--- src/rtl/uart_frame_receiver.sv ---
// rtl/uart_frame_receiver.sv - UART byte stream to framed command receiver with payload buffer
module uart_frame_receiver #(
    parameter int          MAX_LEN     = 16,
    parameter int          TIMEOUT_CYC = 260000,
    parameter logic [7:0]  SYNC_BYTE   = 8'hA5,
    localparam int         AW          = (MAX_LEN > 1) ? $clog2(MAX_LEN) : 1,
    localparam int         TW          = $clog2(TIMEOUT_CYC + 2)
) (
    input  logic          clk,
    input  logic          rst,
    input  logic [7:0]    rx_data,
    input  logic          rx_done,
    input  logic          rx_err,
    output logic          frame_ready,
    output logic [7:0]    frame_cmd,
    output logic [7:0]    frame_len,
    input  logic          frame_ack,
    input  logic [AW-1:0] rd_addr,
    output logic [7:0]    rd_data,
    output logic          err_pulse,
    output logic [2:0]    err_code,
    output logic [7:0]    ovr_count,
    output logic          busy
);

    typedef enum logic [2:0] {
        S_IDLE, S_CMD, S_LEN, S_PAYLOAD, S_CHK, S_HOLD
    } state_t;

    localparam logic [7:0]    MAX_LEN_B = 8'(MAX_LEN);
    localparam logic [TW-1:0] TMO_LIMIT = TW'(TIMEOUT_CYC);

    state_t        state, state_nxt;
    logic          rx_done_q;
    logic [TW-1:0] timer;
    logic [7:0]    cmd_q, len_q, chk_q, idx_q;
    logic [7:0]    pay_mem [MAX_LEN];

    logic          ev, active, timed_out, byte_ok;
    logic          err_set;
    logic [2:0]    err_val;

    assign ev        = rx_done & ~rx_done_q;
    assign active    = (state != S_IDLE) && (state != S_HOLD);
    assign timed_out = active && (timer >= TMO_LIMIT);
    assign byte_ok   = ev & ~rx_err & ~timed_out;
    assign busy      = active;

    // Next-state and error selection; rx_err beats timeout beats a byte event.
    always_comb begin
        state_nxt = state;
        err_set   = 1'b0;
        err_val   = 3'd0;
        case (state)
            S_IDLE: begin
                if (ev && !rx_err && rx_data == SYNC_BYTE)
                    state_nxt = S_CMD;
            end
            S_HOLD: begin
                if (frame_ack)
                    state_nxt = S_IDLE;
                if (ev && !rx_err) begin
                    err_set = 1'b1;
                    err_val = 3'd5;
                end
            end
            default: begin
                if (rx_err) begin
                    err_set   = 1'b1;
                    err_val   = 3'd4;
                    state_nxt = S_IDLE;
                end else if (timed_out) begin
                    err_set   = 1'b1;
                    err_val   = 3'd3;
                    state_nxt = S_IDLE;
                end else if (ev) begin
                    case (state)
                        S_CMD: state_nxt = S_LEN;
                        S_LEN: begin
                            if (rx_data > MAX_LEN_B) begin
                                err_set   = 1'b1;
                                err_val   = 3'd2;
                                state_nxt = S_IDLE;
                            end else if (rx_data == 8'd0) begin
                                state_nxt = S_CHK;
                            end else begin
                                state_nxt = S_PAYLOAD;
                            end
                        end
                        S_PAYLOAD: begin
                            if (idx_q == len_q - 8'd1)
                                state_nxt = S_CHK;
                        end
                        S_CHK: begin
                            if (rx_data == chk_q) begin
                                state_nxt = S_HOLD;
                            end else begin
                                err_set   = 1'b1;
                                err_val   = 3'd1;
                                state_nxt = S_IDLE;
                            end
                        end
                        default: state_nxt = S_IDLE;
                    endcase
                end
            end
        endcase
    end

    // State, timer, frame fields, checksum and error/overrun bookkeeping.
    always_ff @(posedge clk) begin
        if (rst) begin
            state       <= S_IDLE;
            rx_done_q   <= 1'b1;
            timer       <= '0;
            cmd_q       <= 8'd0;
            len_q       <= 8'd0;
            chk_q       <= 8'd0;
            idx_q       <= 8'd0;
            frame_ready <= 1'b0;
            frame_cmd   <= 8'd0;
            frame_len   <= 8'd0;
            err_pulse   <= 1'b0;
            err_code    <= 3'd0;
            ovr_count   <= 8'd0;
            rd_data     <= 8'd0;
        end else begin
            state     <= state_nxt;
            rx_done_q <= rx_done;
            err_pulse <= err_set;
            rd_data   <= pay_mem[rd_addr];
            if (err_set)
                err_code <= err_val;

            if (!active || ev || timed_out)
                timer <= '0;
            else
                timer <= timer + 1'b1;

            if (state == S_HOLD && ev && !rx_err && ovr_count != 8'hFF)
                ovr_count <= ovr_count + 8'd1;

            if (state == S_HOLD && frame_ack)
                frame_ready <= 1'b0;

            if (byte_ok) begin
                case (state)
                    S_CMD: begin
                        cmd_q <= rx_data;
                        chk_q <= rx_data;
                    end
                    S_LEN: begin
                        len_q <= rx_data;
                        chk_q <= chk_q ^ rx_data;
                        idx_q <= 8'd0;
                    end
                    S_PAYLOAD: begin
                        chk_q <= chk_q ^ rx_data;
                        idx_q <= idx_q + 8'd1;
                    end
                    S_CHK: begin
                        if (rx_data == chk_q) begin
                            frame_ready <= 1'b1;
                            frame_cmd   <= cmd_q;
                            frame_len   <= len_q;
                        end
                    end
                    default: ;
                endcase
            end
        end
    end

    // Payload buffer write port; contents deliberately survive reset.
    always_ff @(posedge clk) begin
        if (!rst && byte_ok && state == S_PAYLOAD)
            pay_mem[idx_q[AW-1:0]] <= rx_data;
    end

endmodule
--- config.mk ---
export PLATFORM = sky130hd
export DESIGN_NAME = uart_frame_receiver
export DESIGN_NICKNAME = d
export VERILOG_FILES = /design/src/rtl/uart_frame_receiver.sv
export SDC_FILE = /design/constraint.sdc
export NUM_CORES = 1
export LEC_CHECK = 0
export CAP_MARGIN = 20
export CELL_PAD_IN_SITES_DETAIL_PLACEMENT = 0
export CELL_PAD_IN_SITES_GLOBAL_PLACEMENT = 1
export CORE_MARGIN = 1
export CORE_UTILIZATION = 49
export DETAILED_ROUTE_END_ITERATION = 8
export PLACE_DENSITY = 0.91
export SLEW_MARGIN = 20
export SYNTH_ARGS = -nofsm -noshare
export SYNTH_HDL_FRONTEND = slang
export SYNTH_SLANG_ARGS = --single-unit
--- constraint.sdc ---
create_clock -name clk -period 3.1 [get_ports clk]
set_input_delay 0.31 -clock clk [delete_from_list [all_inputs] [get_ports clk]]
set_output_delay 0.31 -clock clk [all_outputs]
set_load 0.005 [all_outputs]
==> results of run 1 <==
worst min path at each step:
stage,startpoint,to,slack [ns],cells after the start
after floorplan,rx_data[0],pay_mem[0][0]$_DFFE_PP_,0.41,0
after global placement,timer[0]$_SDFF_PP0_,timer[0]$_SDFF_PP0_,0.46,1
after detailed placement,frame_ready$_SDFF_PP0_,frame_ready$_SDFF_PP0_,0.48,2
after CTS,rst,rd_data[4]$_SDFF_PP0_,0.16,2
after global routing,rst,rd_data[6]$_SDFF_PP0_,0.19,2
final,rst,rd_data[4]$_SDFF_PP0_,0.18,2
layout by cell type (no fill, tap or decap), drive strengths merged, types with 2 or more instances in the layout:
master	count
edfxtp	128
nor2	103
dfxtp	91
clkdlybuf4s50	52
mux4	40
buf	36
mux2i	34
nand2	34
clkbuf	33
xor2	24
o21ai	23
a21oi	22
xnor2	20
inv	20
nand3	16
nor3	15
nor2b	10
ha	8
nand4	8
or3	6
nand2b	6
clkinv	6
and4	4
nor4	4
a2111o	3
or4	3
o211ai	3
or2	3
a221oi	2
o211a	2
o22ai	2
a31oi	2
o2111ai	2
and2b	2
and2	2
a211oi	2
worst max-delay path, cell delays in order (launching register included):
cell and delay [ns]:
dfxtp_1 0.58, xor2_2 0.16, o2111ai_4 0.33, o211ai_2 0.24
nor3_1 0.38, nand2_1 0.21, nor3_1 0.18, buf_4 0.23
Yosys cell counts, drive strengths merged, types with 17 or more instances:
cell type and number:
nand2 34, clkbuf 17, dfxtp 91, mux4 40, xor2 24, nor2 103, xnor2 20, o21ai 23
edfxtp 128, mux2i 34, inv 18, a21oi 22
state kept, by name (all words and copies together), names as in the netlist:
register	flops
timer	18
idx_q	8
err_code	3
ovr_count	8
pay_mem	128
len_q	8
frame_cmd	8
rx_done_q	1
frame_ready	1
rd_data	8
chk_q	8
frame_len	8
cmd_q	8
state	3
err_pulse	1
cell type report:
class	count	area (µm²)	area share
sequential	219	5665	0.5184
timing repair buffer	88	810.8	0.07419
multi-input combinational	419	3377	0.3090
clock inverter	9	87.58	0.008015
tap	229	286.5	0.02622
clock buffer	33	633.1	0.05793
inverter	18	67.56	0.006183
stage by stage:
stage	hold WS (ns)	std cells	setup slack [ns]	util	cell area, µm²
2_1_floorplan	0.4089	689	0.5795	-	9293
3_3_place_gp	0.4564	973	0.3292	0.5587	10210
3_5_place_dp	0.4846	973	0.2900	0.5587	10210
4_1_cts	0.1626	1015	0.5442	0.5981	10930
5_1_grt	0.1872	1015	0.2531	0.5981	10930
6_report	0.1776	1015	0.5011	0.5981	10930
power breakdown:
part / internal [mW] / switching (mW) / total, mW
clock network: 1.52 / 1.12 / 2.64
logic: 0.112 / 0.127 / 0.239
registers: 3.08 / 0.00299 / 3.08
routing by layer:
metal	track usage	routed length, µm
met5	0	0
met4	0.04858	340
met3	0.04405	1395
met2	0.3729	10160
met1	0.2732	8288
kinds of logic after synthesis:
| kind of cell | synth area share |
|---|---|
| fa+ha+maj | 0.01077 |
| xor+xnor | 0.04228 |
| flops | 0.6097 |
| simple gates | 0.1213 |
| buf+inv | 0.02693 |
| compound gates | 0.05548 |
| mux | 0.1336 |
==> metrics.csv, run 1 <==
stage,metric,value,unit
sta,worstMarginPinSlew,0.6162,ns
cts,ctsRootBufferMaster,clkbuf_16,
synthesis,syn_avg_cell_area,13.49,µm²
critical_path,rrSetupSlack,0.50,ns
critical_path,worst-r2r-cell-count,7,
synthesis,yosys.area.top_type,edfxtp_1,
synthesis,syn_nets,714,
route,via_per_inst,5.760,
sta,relSlewSlack,0.5892,
sta,setup_tns,0,ns
cts,cts_max_path_buffers,3,
global_routing,grtUsageTotal,0.2136,
cts,path_clk_slew,0.06,ns
sta,period_needed,2.599,ns
sta,setup_viol,0,
sta,drv_slew,0,
sta,max_freq,0.3848,GHz
synthesis,syn-instance-count,689,
floorplan,io_pins,55,
global_routing,grt_antenna_before_repair,0,
place,dp_hpwl,13.07,mm
critical_path,cp.required,3.32,ns
synthesis,ys.warnings.count,0,
power,p_leak,3.718,nW
synthesis,async_flop_share,0,
cts,numCtsBuffers,23,
sta,post-route-period-util,0.8384,
floorplan,rows,49,
critical_path,r2r-start,state[2]$_SDFFE_PP0P_,
critical_path,timing.rr.end,pay_mem[0][3]$_DFFE_PP_,
floorplan,die_area,19520,µm²
cts,numClockSinks,219,
route,first_pass_iters,5,
cts,ctsHoldBuffers,0,
synthesis,synth_cell_type_count,69,
route,detail_route.wl_per_cell,19.88,µm
power,irDropWorstVdd,0.4071,mV
finish,num-nets-final,794,
synthesis,synth-edff-count,128,
critical_path,start_kind,flop,
critical_path,end_kind,flop,
floorplan,core-area,18270,µm²
cts,ctsHtreeMaxLevel,1,
power,total_power,5.960,mW
global_routing,grt_max_degree,61,
hold_path,hold_path.class,input port to flop,
cts,clk_latency,0.52,ns
finish,nFillCells,1377,
route,drtIter0Drc,372,
run,max_cap_violations,0,
status,status,completed,
synthesis,synth-main-ff-cell,edfxtp_1,
global_routing,grt_overflow,0,
global_routing,grt_pass1_vias,5968,
sta,rsz0062_at_grt,false,
floorplan,die_w,139.7,µm
finish,layout-drive-gt1-share,0.1705,
critical_path,setup.worst_path.class,flop to flop,
route,drc,0,
route,ant_nets,0,
critical_path,arrival,2.82,ns
place,io_buffers,54,
synthesis,synth_top_cells_by_area,"edfxtp_1 (41%), dfxtp_1 (20%), mux4_2 (9.7%)",
cts,cts-resized-gates,0,
synthesis,synth_area,9293,µm²
route,routed_wl,20.18,mm
synthesis,synth-seq-cells,219,
power,p_per_area,545.4,nW/µm²
synthesis,ys_seq_area_frac,0.6097,
critical_path,crit_fanout,10,
place,gp_congestion,0.7997,
synthesis,yosysTopAreaCellShare,0.4136,
sta,hold_viol,0,
global_routing,grt_pass1_wl,32.48,mm
cts,cts_tree,yes,
finish,diodes,0,
floorplan,start_util,0.5086,
finish,synthToLayoutAreaGrowth,17.60,%
sta,finalClockSkew,0.01987,ns
floorplan,dieHeight,139.7,µm
cts,cts_setup_buffers,0,
critical_path,cp-endpoint,pay_mem[0][3]$_DFFE_PP_,
critical_path,critPathLaunch,state[2]$_SDFFE_PP0P_,
route,num_vias,5846,
Note: power is estimated with default switching activity, not from simulation.
==> run 2: changes to the inputs <==
--- a/config.mk
+++ b/config.mk
@@ -9,9 +9,9 @@
 export CELL_PAD_IN_SITES_DETAIL_PLACEMENT = 0
 export CELL_PAD_IN_SITES_GLOBAL_PLACEMENT = 1
 export CORE_MARGIN = 1
-export CORE_UTILIZATION = 49
+export CORE_UTILIZATION = 45
 export DETAILED_ROUTE_END_ITERATION = 8
-export PLACE_DENSITY = 0.91
+export PLACE_DENSITY = 0.88
 export SLEW_MARGIN = 20
 export SYNTH_ARGS = -nofsm -noshare
 export SYNTH_HDL_FRONTEND = slang
==> constraint.sdc (replaced) <==
create_clock -name clk -period 2.15 [get_ports clk]
set_input_delay 0.215 -clock clk [delete_from_list [all_inputs] [get_ports clk]]
set_output_delay 0.215 -clock clk [all_outputs]
set_load 0.005 [all_outputs]
==> run 2 against run 1 <==
Against the previous run: the flow now finishes with violations (setup timing); largest cell class unchanged; flip-flop and latch count unchanged; combinational power rose by 57%; non-clock buffer count up 42; power increased by 47%; register-to-register slack worse by 0.52 ns.
==> metrics.csv, run 2 (synthesized netlist as in run 1, its figures left out) <==
stage,metric,value,unit,change
critical_path,crit_fanout,6,,was 10
route,first_pass_iters,4,,was 5
route,via_per_inst,5.398,,was 5.760
sta,worstMarginPinSlew,0.5808,ns,was 0.6162 ns
status,violations,setup timing,,
cts,numCtsBuffers,23,,unchanged
cts,cts_max_path_buffers,3,,unchanged
power,p_leak,3.991,nW,was 3.718 nW
finish,synthToLayoutAreaGrowth,25.69,%,was 17.60%
sta,finalClockSkew,0.01591,ns,was 0.01987 ns
cts,ctsRootBufferMaster,clkbuf_16,,unchanged
cts,numClockSinks,219,,unchanged
place,place_area,10860,µm²,was 10210 µm²
sta,drv_slew,0,,unchanged
status,status,finished with violations,,was completed
finish,layout-drive-gt1-share,0.2503,,was 0.1705
route,detail_route.wl_per_cell,18.98,µm,was 19.88 µm
finish,nFillCells,1526,,was 1377
global_routing,grt_antenna_before_repair,1,,was 0
finish,num-nets-final,836,,was 794
critical_path,cp_slowest_cell,a2111o_1,,was dfxtp_1
global_routing,grtUsageTotal,0.1988,,was 0.2136
route,num_vias,5927,,was 5846
place,io_buffers,54,,unchanged
critical_path,cp.required,2.56,ns,was 3.32 ns
sta,post-route-period-util,1.008,,was 0.8384
critical_path,crit_chain,inv_2 > ha_4 > o21ba_1 > a221oi_2 > a41oi_2 > a2111o_1 > a22o_1 > mux2i_1,,was xor2_2 > o2111ai_4 > o211ai_2 > nor3_1 > nand2_1 > nor3_1 > buf_4
route,ant_nets,0,,unchanged
sta,rsz0062_at_grt,true,,was false
power,irDropWorstVdd,0.4994,mV,was 0.4071 mV
sta,final.setup.worst_slack,-0.01798,ns,was 0.5011 ns
route,routed_wl,20.85,mm,was 20.18 mm
sta,setup_viol,1,,was 0
route,drtIter0Drc,457,,was 372
route,drc,0,,unchanged
critical_path,setup.worst_path.class,flop to flop,,unchanged
cts,cts_setup_buffers,0,,unchanged
finish,layout_commonest_cell,edfxtp_1,,unchanged
floorplan,rows,52,,was 49
power,p_per_area,752.6,nW/µm²,was 545.4 nW/µm²
finish,largest_reg_flops,128,,unchanged
critical_path,start_kind,flop,,unchanged
cts,path_clk_slew,0.06,ns,about the same
place,place_ws,-0.4050,ns,was 0.2900 ns
floorplan,die_w,145.7,µm,was 139.7 µm
floorplan,core-area,20230,µm²,was 18270 µm²
global_routing,grt_max_degree,55,,was 61
hold_path,hold_path.class,input port to flop,,unchanged
critical_path,worst-r2r-cell-count,8,,was 7
floorplan,start_util,0.4593,,was 0.5086
sta,max_freq,0.4613,GHz,was 0.3848 GHz
floorplan,dieHeight,145.7,µm,was 139.7 µm
cts,cts_tree,yes,,unchanged
sta,hold_viol,0,,unchanged
critical_path,max_stage_delay,0.45,ns,was 0.58 ns
sta,period_needed,2.168,ns,was 2.599 ns
finish,finalInstanceArea,11680,µm²,was 10930 µm²
critical_path,end_kind,flop,,unchanged
critical_path,arrival,2.58,ns,was 2.82 ns
global_routing,grt_overflow,0,,unchanged
finish,layout_common_cells,"edfxtp_1 (128), dfxtp_1 (89), nor2_1 (78)",,"was edfxtp_1 (128), nor2_1 (91), dfxtp_1 (91)"
global_routing,grt_pass1_wl,32.90,mm,was 32.48 mm
sta,relSlewSlack,0.6128,,was 0.5892
cts,ctsHtreeMaxLevel,1,,unchanged
cts,clk_latency,0.50,ns,was 0.52 ns
global_routing,grt_pass1_vias,6046,,was 5968
floorplan,die_area,21230,µm²,was 19520 µm²
place,gp_congestion,0.8731,,was 0.7997
hold_path,holdPathStages,3,,was 2
floorplan,io_pins,55,,unchanged
place,dp_hpwl,13.91,mm,was 13.07 mm
run,max_cap_violations,0,,unchanged
-- run 2: metal layers --
layer	GRT usage	vias up	wire (µm)
met4	0.06000	0	349
met1	0.2502	2958	8775
met5	0	-	0
li1	-	2791	-
met3	0.02790	25	815
met2	0.3548	153	10900
-- run 2: path summary, 6_finish.rpt --
| check | startpoint | end | slack, ns |
|---|---|---|---|
| worst max-delay path | len_q[1]$_SDFFE_PP0P_ | state[1]$_SDFFE_PP0P_ | -0.02 |
| worst min-delay path | rst | chk_q[4]$_SDFFE_PP0P_ | 0.22 |
| worst max register to register | len_q[1]$_SDFFE_PP0P_ | state[1]$_SDFFE_PP0P_ | -0.02 |
| worst min register to register | frame_cmd[7]$_SDFFE_PP0P_ | frame_cmd[7]$_SDFFE_PP0P_ | 0.50 |
-- run 2: final cells by class --
| cell class | instances | area (µm²) | share of cell area |
|---|---|---|---|
| Antenna cell | 1 | 2.502 | 0.0002142 |
| Sequential cell | 219 | 5668 | 0.4853 |
| Multi-Input combinational cell | 419 | 3542 | 0.3033 |
| Clock buffer | 29 | 618.1 | 0.05292 |
| Tap cell | 270 | 337.8 | 0.02892 |
| Timing Repair Buffer | 130 | 1304 | 0.1116 |
| Clock inverter | 12 | 140.1 | 0.01200 |
| Inverter | 18 | 67.56 | 0.005785 |
-- run 2: per-stage QoR --
step | power (mW) | hold WS, ns | utilization | TNS (ns) | std cells
detailed placement | 4.913 | 0.4827 | 0.5368 | -32.22 | 1056
global placement | 4.903 | 0.4578 | 0.5368 | -26.39 | 1056
global route | 9.073 | 0.2188 | 0.5772 | -1.556 | 1098
CTS | 8.847 | 0.2072 | 0.5744 | 0 | 1097
floorplan | 4.720 | 0.3139 | - | -0.08652 | 689
finish | 8.791 | 0.2164 | 0.5772 | -0.01798 | 1098
-- run 2: critical path: cells and delay by family, from the launching register on --
family / cells / cell delay (ns)
compound gates: 5 / 1.31
flops: 1 / 0.34
mux: 1 / 0.22
fa+ha+maj: 1 / 0.18
buf+inv: 1 / 0.05
-- run 2: what timing repair did --
action,CTS,global route
resized for setup,1,14
endpoints found under the setup margin,2,114
pin swaps,2,7
hold buffers,0,0
-- run 2: power breakdown --
part / switching [mW] / internal, mW / total, mW
logic: 0.189 / 0.185 / 0.375
clock network: 1.57 / 2.39 / 3.97
registers: 0.00460 / 4.44 / 4.45
==> run 3: changes to the inputs <==
--- a/config.mk
+++ b/config.mk
@@ -12,6 +12,7 @@
 export CORE_UTILIZATION = 45
 export DETAILED_ROUTE_END_ITERATION = 8
 export PLACE_DENSITY = 0.88
+export SKIP_CTS_REPAIR_TIMING = 1
 export SLEW_MARGIN = 20
 export SYNTH_ARGS = -nofsm -noshare
 export SYNTH_HDL_FRONTEND = slang
==> run 3 against run 2 <==
Against the previous run: the flow now finishes without violations; non-clock buffer count did not move; fmax rose by 2.3%; register-to-register slack improved by 0.05 ns; worst hold slack improved by 0.0051 ns; clock skew fell by 0.0076 ns; global-route usage barely moved; core utilization barely moved; first-iteration DRC count rose by 0.66%; sequential share of layout area barely moved; power rose by 0.13%; sequential power barely moved; setup slack improved by 0.049 ns.
==> metrics.csv, run 3 (synthesized netlist as in run 1, its figures left out) <==
stage,metric,value,unit,change
critical_path,crit_fanout,6,,unchanged
route,routed_wl,20.90,mm,was 20.85 mm
place,io_buffers,54,,unchanged
floorplan,die_w,145.7,µm,unchanged
floorplan,start_util,0.4593,,unchanged
finish,nFillCells,1528,,was 1526
sta,period_needed,2.119,ns,was 2.168 ns
sta,holdWs,0.2215,ns,was 0.2164 ns
global_routing,grt_pass1_wl,32.88,mm,was 32.90 mm
critical_path,setup.worst_path.class,flop to flop,,unchanged
place,placed_cells,1056,,unchanged
route,first_pass_iters,4,,unchanged
global_routing,grt_max_degree,55,,unchanged
critical_path,timing.rr.end,state[1]$_SDFFE_PP0P_,,unchanged
finish,layout-drive-gt1-share,0.2491,,was 0.2503
global_routing,grtUsageTotal,0.1987,,was 0.1988
sta,drv_slew,0,,unchanged
hold_path,hold_end,chk_q[4]$_SDFFE_PP0P_,,unchanged
cts,cts_tree,yes,,unchanged
sta,setup_viol,0,,was 1
critical_path,arrival,2.53,ns,was 2.58 ns
hold_path,hold_path.class,input port to flop,,unchanged
sta,hold_viol,0,,unchanged
place,dp_hpwl,13.91,mm,unchanged
power,p_leak,3.992,nW,was 3.991 nW
sta,rsz0062_at_grt,true,,unchanged
route,drc,0,,unchanged
floorplan,core-area,20230,µm²,unchanged
sta,relSlewSlack,0.6153,,was 0.6128
place,place_ws,-0.4050,ns,unchanged
cts,path_clk_slew,0.06,ns,about the same
sta,max_freq,0.4720,GHz,was 0.4613 GHz
floorplan,die_area,21230,µm²,unchanged
critical_path,r2r-start,len_q[0]$_SDFFE_PP0P_,,was len_q[1]$_SDFFE_PP0P_
sta,setup_tns,0,ns,was -0.01798 ns
sta,post-route-period-util,0.9854,,was 1.008
global_routing,grt_antenna_before_repair,1,,unchanged
critical_path,start_kind,flop,,unchanged
finish,final_cells,1098,,unchanged
sta,final.setup.worst_slack,0.03133,ns,was -0.01798 ns
cts,ctsHtreeMaxLevel,1,,unchanged
cts,numCtsBuffers,23,,unchanged
floorplan,dieHeight,145.7,µm,unchanged
route,ant_nets,0,,unchanged
route,drtIter0Drc,460,,was 457
finish,layout_common_cells,"edfxtp_1 (128), dfxtp_1 (90), nor2_1 (78)",,"was edfxtp_1 (128), dfxtp_1 (89), nor2_1 (78)"
finish,largest_reg_flops,128,,unchanged
hold_path,holdPathStages,3,,unchanged
sta,finalClockSkew,0.008324,ns,was 0.01591 ns
floorplan,io_pins,55,,unchanged
finish,layout_commonest_cell,edfxtp_1,,unchanged
route,via_per_inst,5.420,,was 5.398
sta,worstMarginPinSlew,0.5770,ns,was 0.5808 ns
critical_path,max_stage_delay,0.38,ns,was 0.45 ns
critical_path,end_kind,flop,,unchanged
cts,clk_latency,0.50,ns,about the same
critical_path,cp_slowest_cell,a2111o_1,,unchanged
critical_path,worst-r2r-cell-count,8,,unchanged
finish,num-nets-final,836,,unchanged
cts,ctsRootBufferMaster,clkbuf_16,,unchanged
floorplan,rows,52,,unchanged
critical_path,cp.required,2.56,ns,about the same
finish,synthToLayoutAreaGrowth,25.70,%,was 25.69%
cts,cts_max_path_buffers,3,,unchanged
power,p_per_area,753.5,nW/µm²,was 752.6 nW/µm²
critical_path,path_delay_family,compound AO/OA/AOI/OAI gates,,unchanged
place,gp_congestion,0.8731,,unchanged
route,num_vias,5951,,was 5927
global_routing,grt_overflow,0,,unchanged
status,status,completed,,was finished with violations
global_routing,grt_pass1_vias,6044,,was 6046
hold_path,hp-start,rst,,unchanged
cts,numClockSinks,219,,unchanged
route,detail_route.wl_per_cell,19.03,µm,was 18.98 µm
run,max_cap_violations,0,,unchanged
power,irDropWorstVdd,0.4993,mV,was 0.4994 mV
critical_path,rrSetupSlack,0.03,ns,was -0.02 ns
critical_path,path_buf_inv,1,,unchanged
critical_path,crit_chain,inv_1 > ha_4 > o21ba_1 > a221oi_2 > a41oi_2 > a2111o_1 > a22o_1 > mux2i_1,,was inv_2 > ha_4 > o21ba_1 > a221oi_2 > a41oi_2 > a2111o_1 > a22o_1 > mux2i_1
-- run 3: cell count changes in the layout (fill, tap and decap cells not counted) --
cell     before  now
nand2_1      33   30
nand3_1      15   16
nand2_2       1    4
dfxtp_2       2    1
inv_2         3    1
nand3_2       1    0
inv_1        15   17
dfxtp_1      89   90
-- run 3: through the flow --
step,total power [mW],util,area [µm²]
2_1_floorplan,4.720,-,9405
3_3_place_gp,4.903,0.5368,10860
3_5_place_dp,4.913,0.5368,10860
4_1_cts,8.847,0.5743,11620
5_1_grt,9.072,0.5773,11680
6_report,8.802,0.5773,11680
-- run 3: per-layer routing --
metal	wire length (µm)	up-vias	share of wire	global-route usage
li1	-	2786	-	-
met1	8616	2962	0.41	0.2502
met2	10790	164	0.52	0.3543
met3	1024	39	0.049	0.02790
met4	459	0	0.022	0.06000
met5	0	-	0	0
-- run 3: area by class of cell --
cell class	count	area [µm²]	area share
clock inverters	12	140.1	0.01200
well taps	270	337.8	0.02892
clock buffers	29	618.1	0.05291
repair buffers	130	1304	0.1116
multi-input cells	419	3545	0.3034
flip-flops and latches	219	5667	0.4851
diodes	1	2.502	0.0002142
inverters	18	67.56	0.005784
-- run 3: worst register-to-register path, cell delays in order (launching register included) --
cell and delay, ns:
dfxtp_1 0.33, inv_1 0.07, ha_4 0.19, o21ba_1 0.19, a221oi_2 0.29, a41oi_2 0.07
a2111o_1 0.38, a22o_1 0.29, mux2i_1 0.23
-- run 3: where the power goes --
part | switching (mW) | internal, mW | total, mW
Sequential | 0.00455 | 4.44 | 4.45
Clock | 1.59 | 2.39 | 3.98
Combinational | 0.190 | 0.185 | 0.375
Total | 1.78 | 7.02 | 8.80
-- run 3: worst max-delay path by stage --
| stage | from | endpoint | slack [ns] | depth (start not counted) |
|---|---|---|---|---|
| 6_report | len_q[0]$_SDFFE_PP0P_ | state[1]$_SDFFE_PP0P_ | 0.03 | 8 |
| 5_1_grt | len_q[0]$_SDFFE_PP0P_ | state[1]$_SDFFE_PP0P_ | -0.07 | 8 |
| 4_1_cts | len_q[0]$_SDFFE_PP0P_ | state[0]$_SDFFE_PP0P_ | -0.14 | 8 |
| 3_5_place_dp | rx_data[2] | state[1]$_SDFFE_PP0P_ | -0.40 | 6 |
| 3_3_place_gp | rx_data[2] | state[2]$_SDFFE_PP0P_ | -0.36 | 8 |
| 2_1_floorplan | state[2]$_SDFFE_PP0P_ | pay_mem[3][0]$_DFFE_PP_ | -0.01 | 7 |
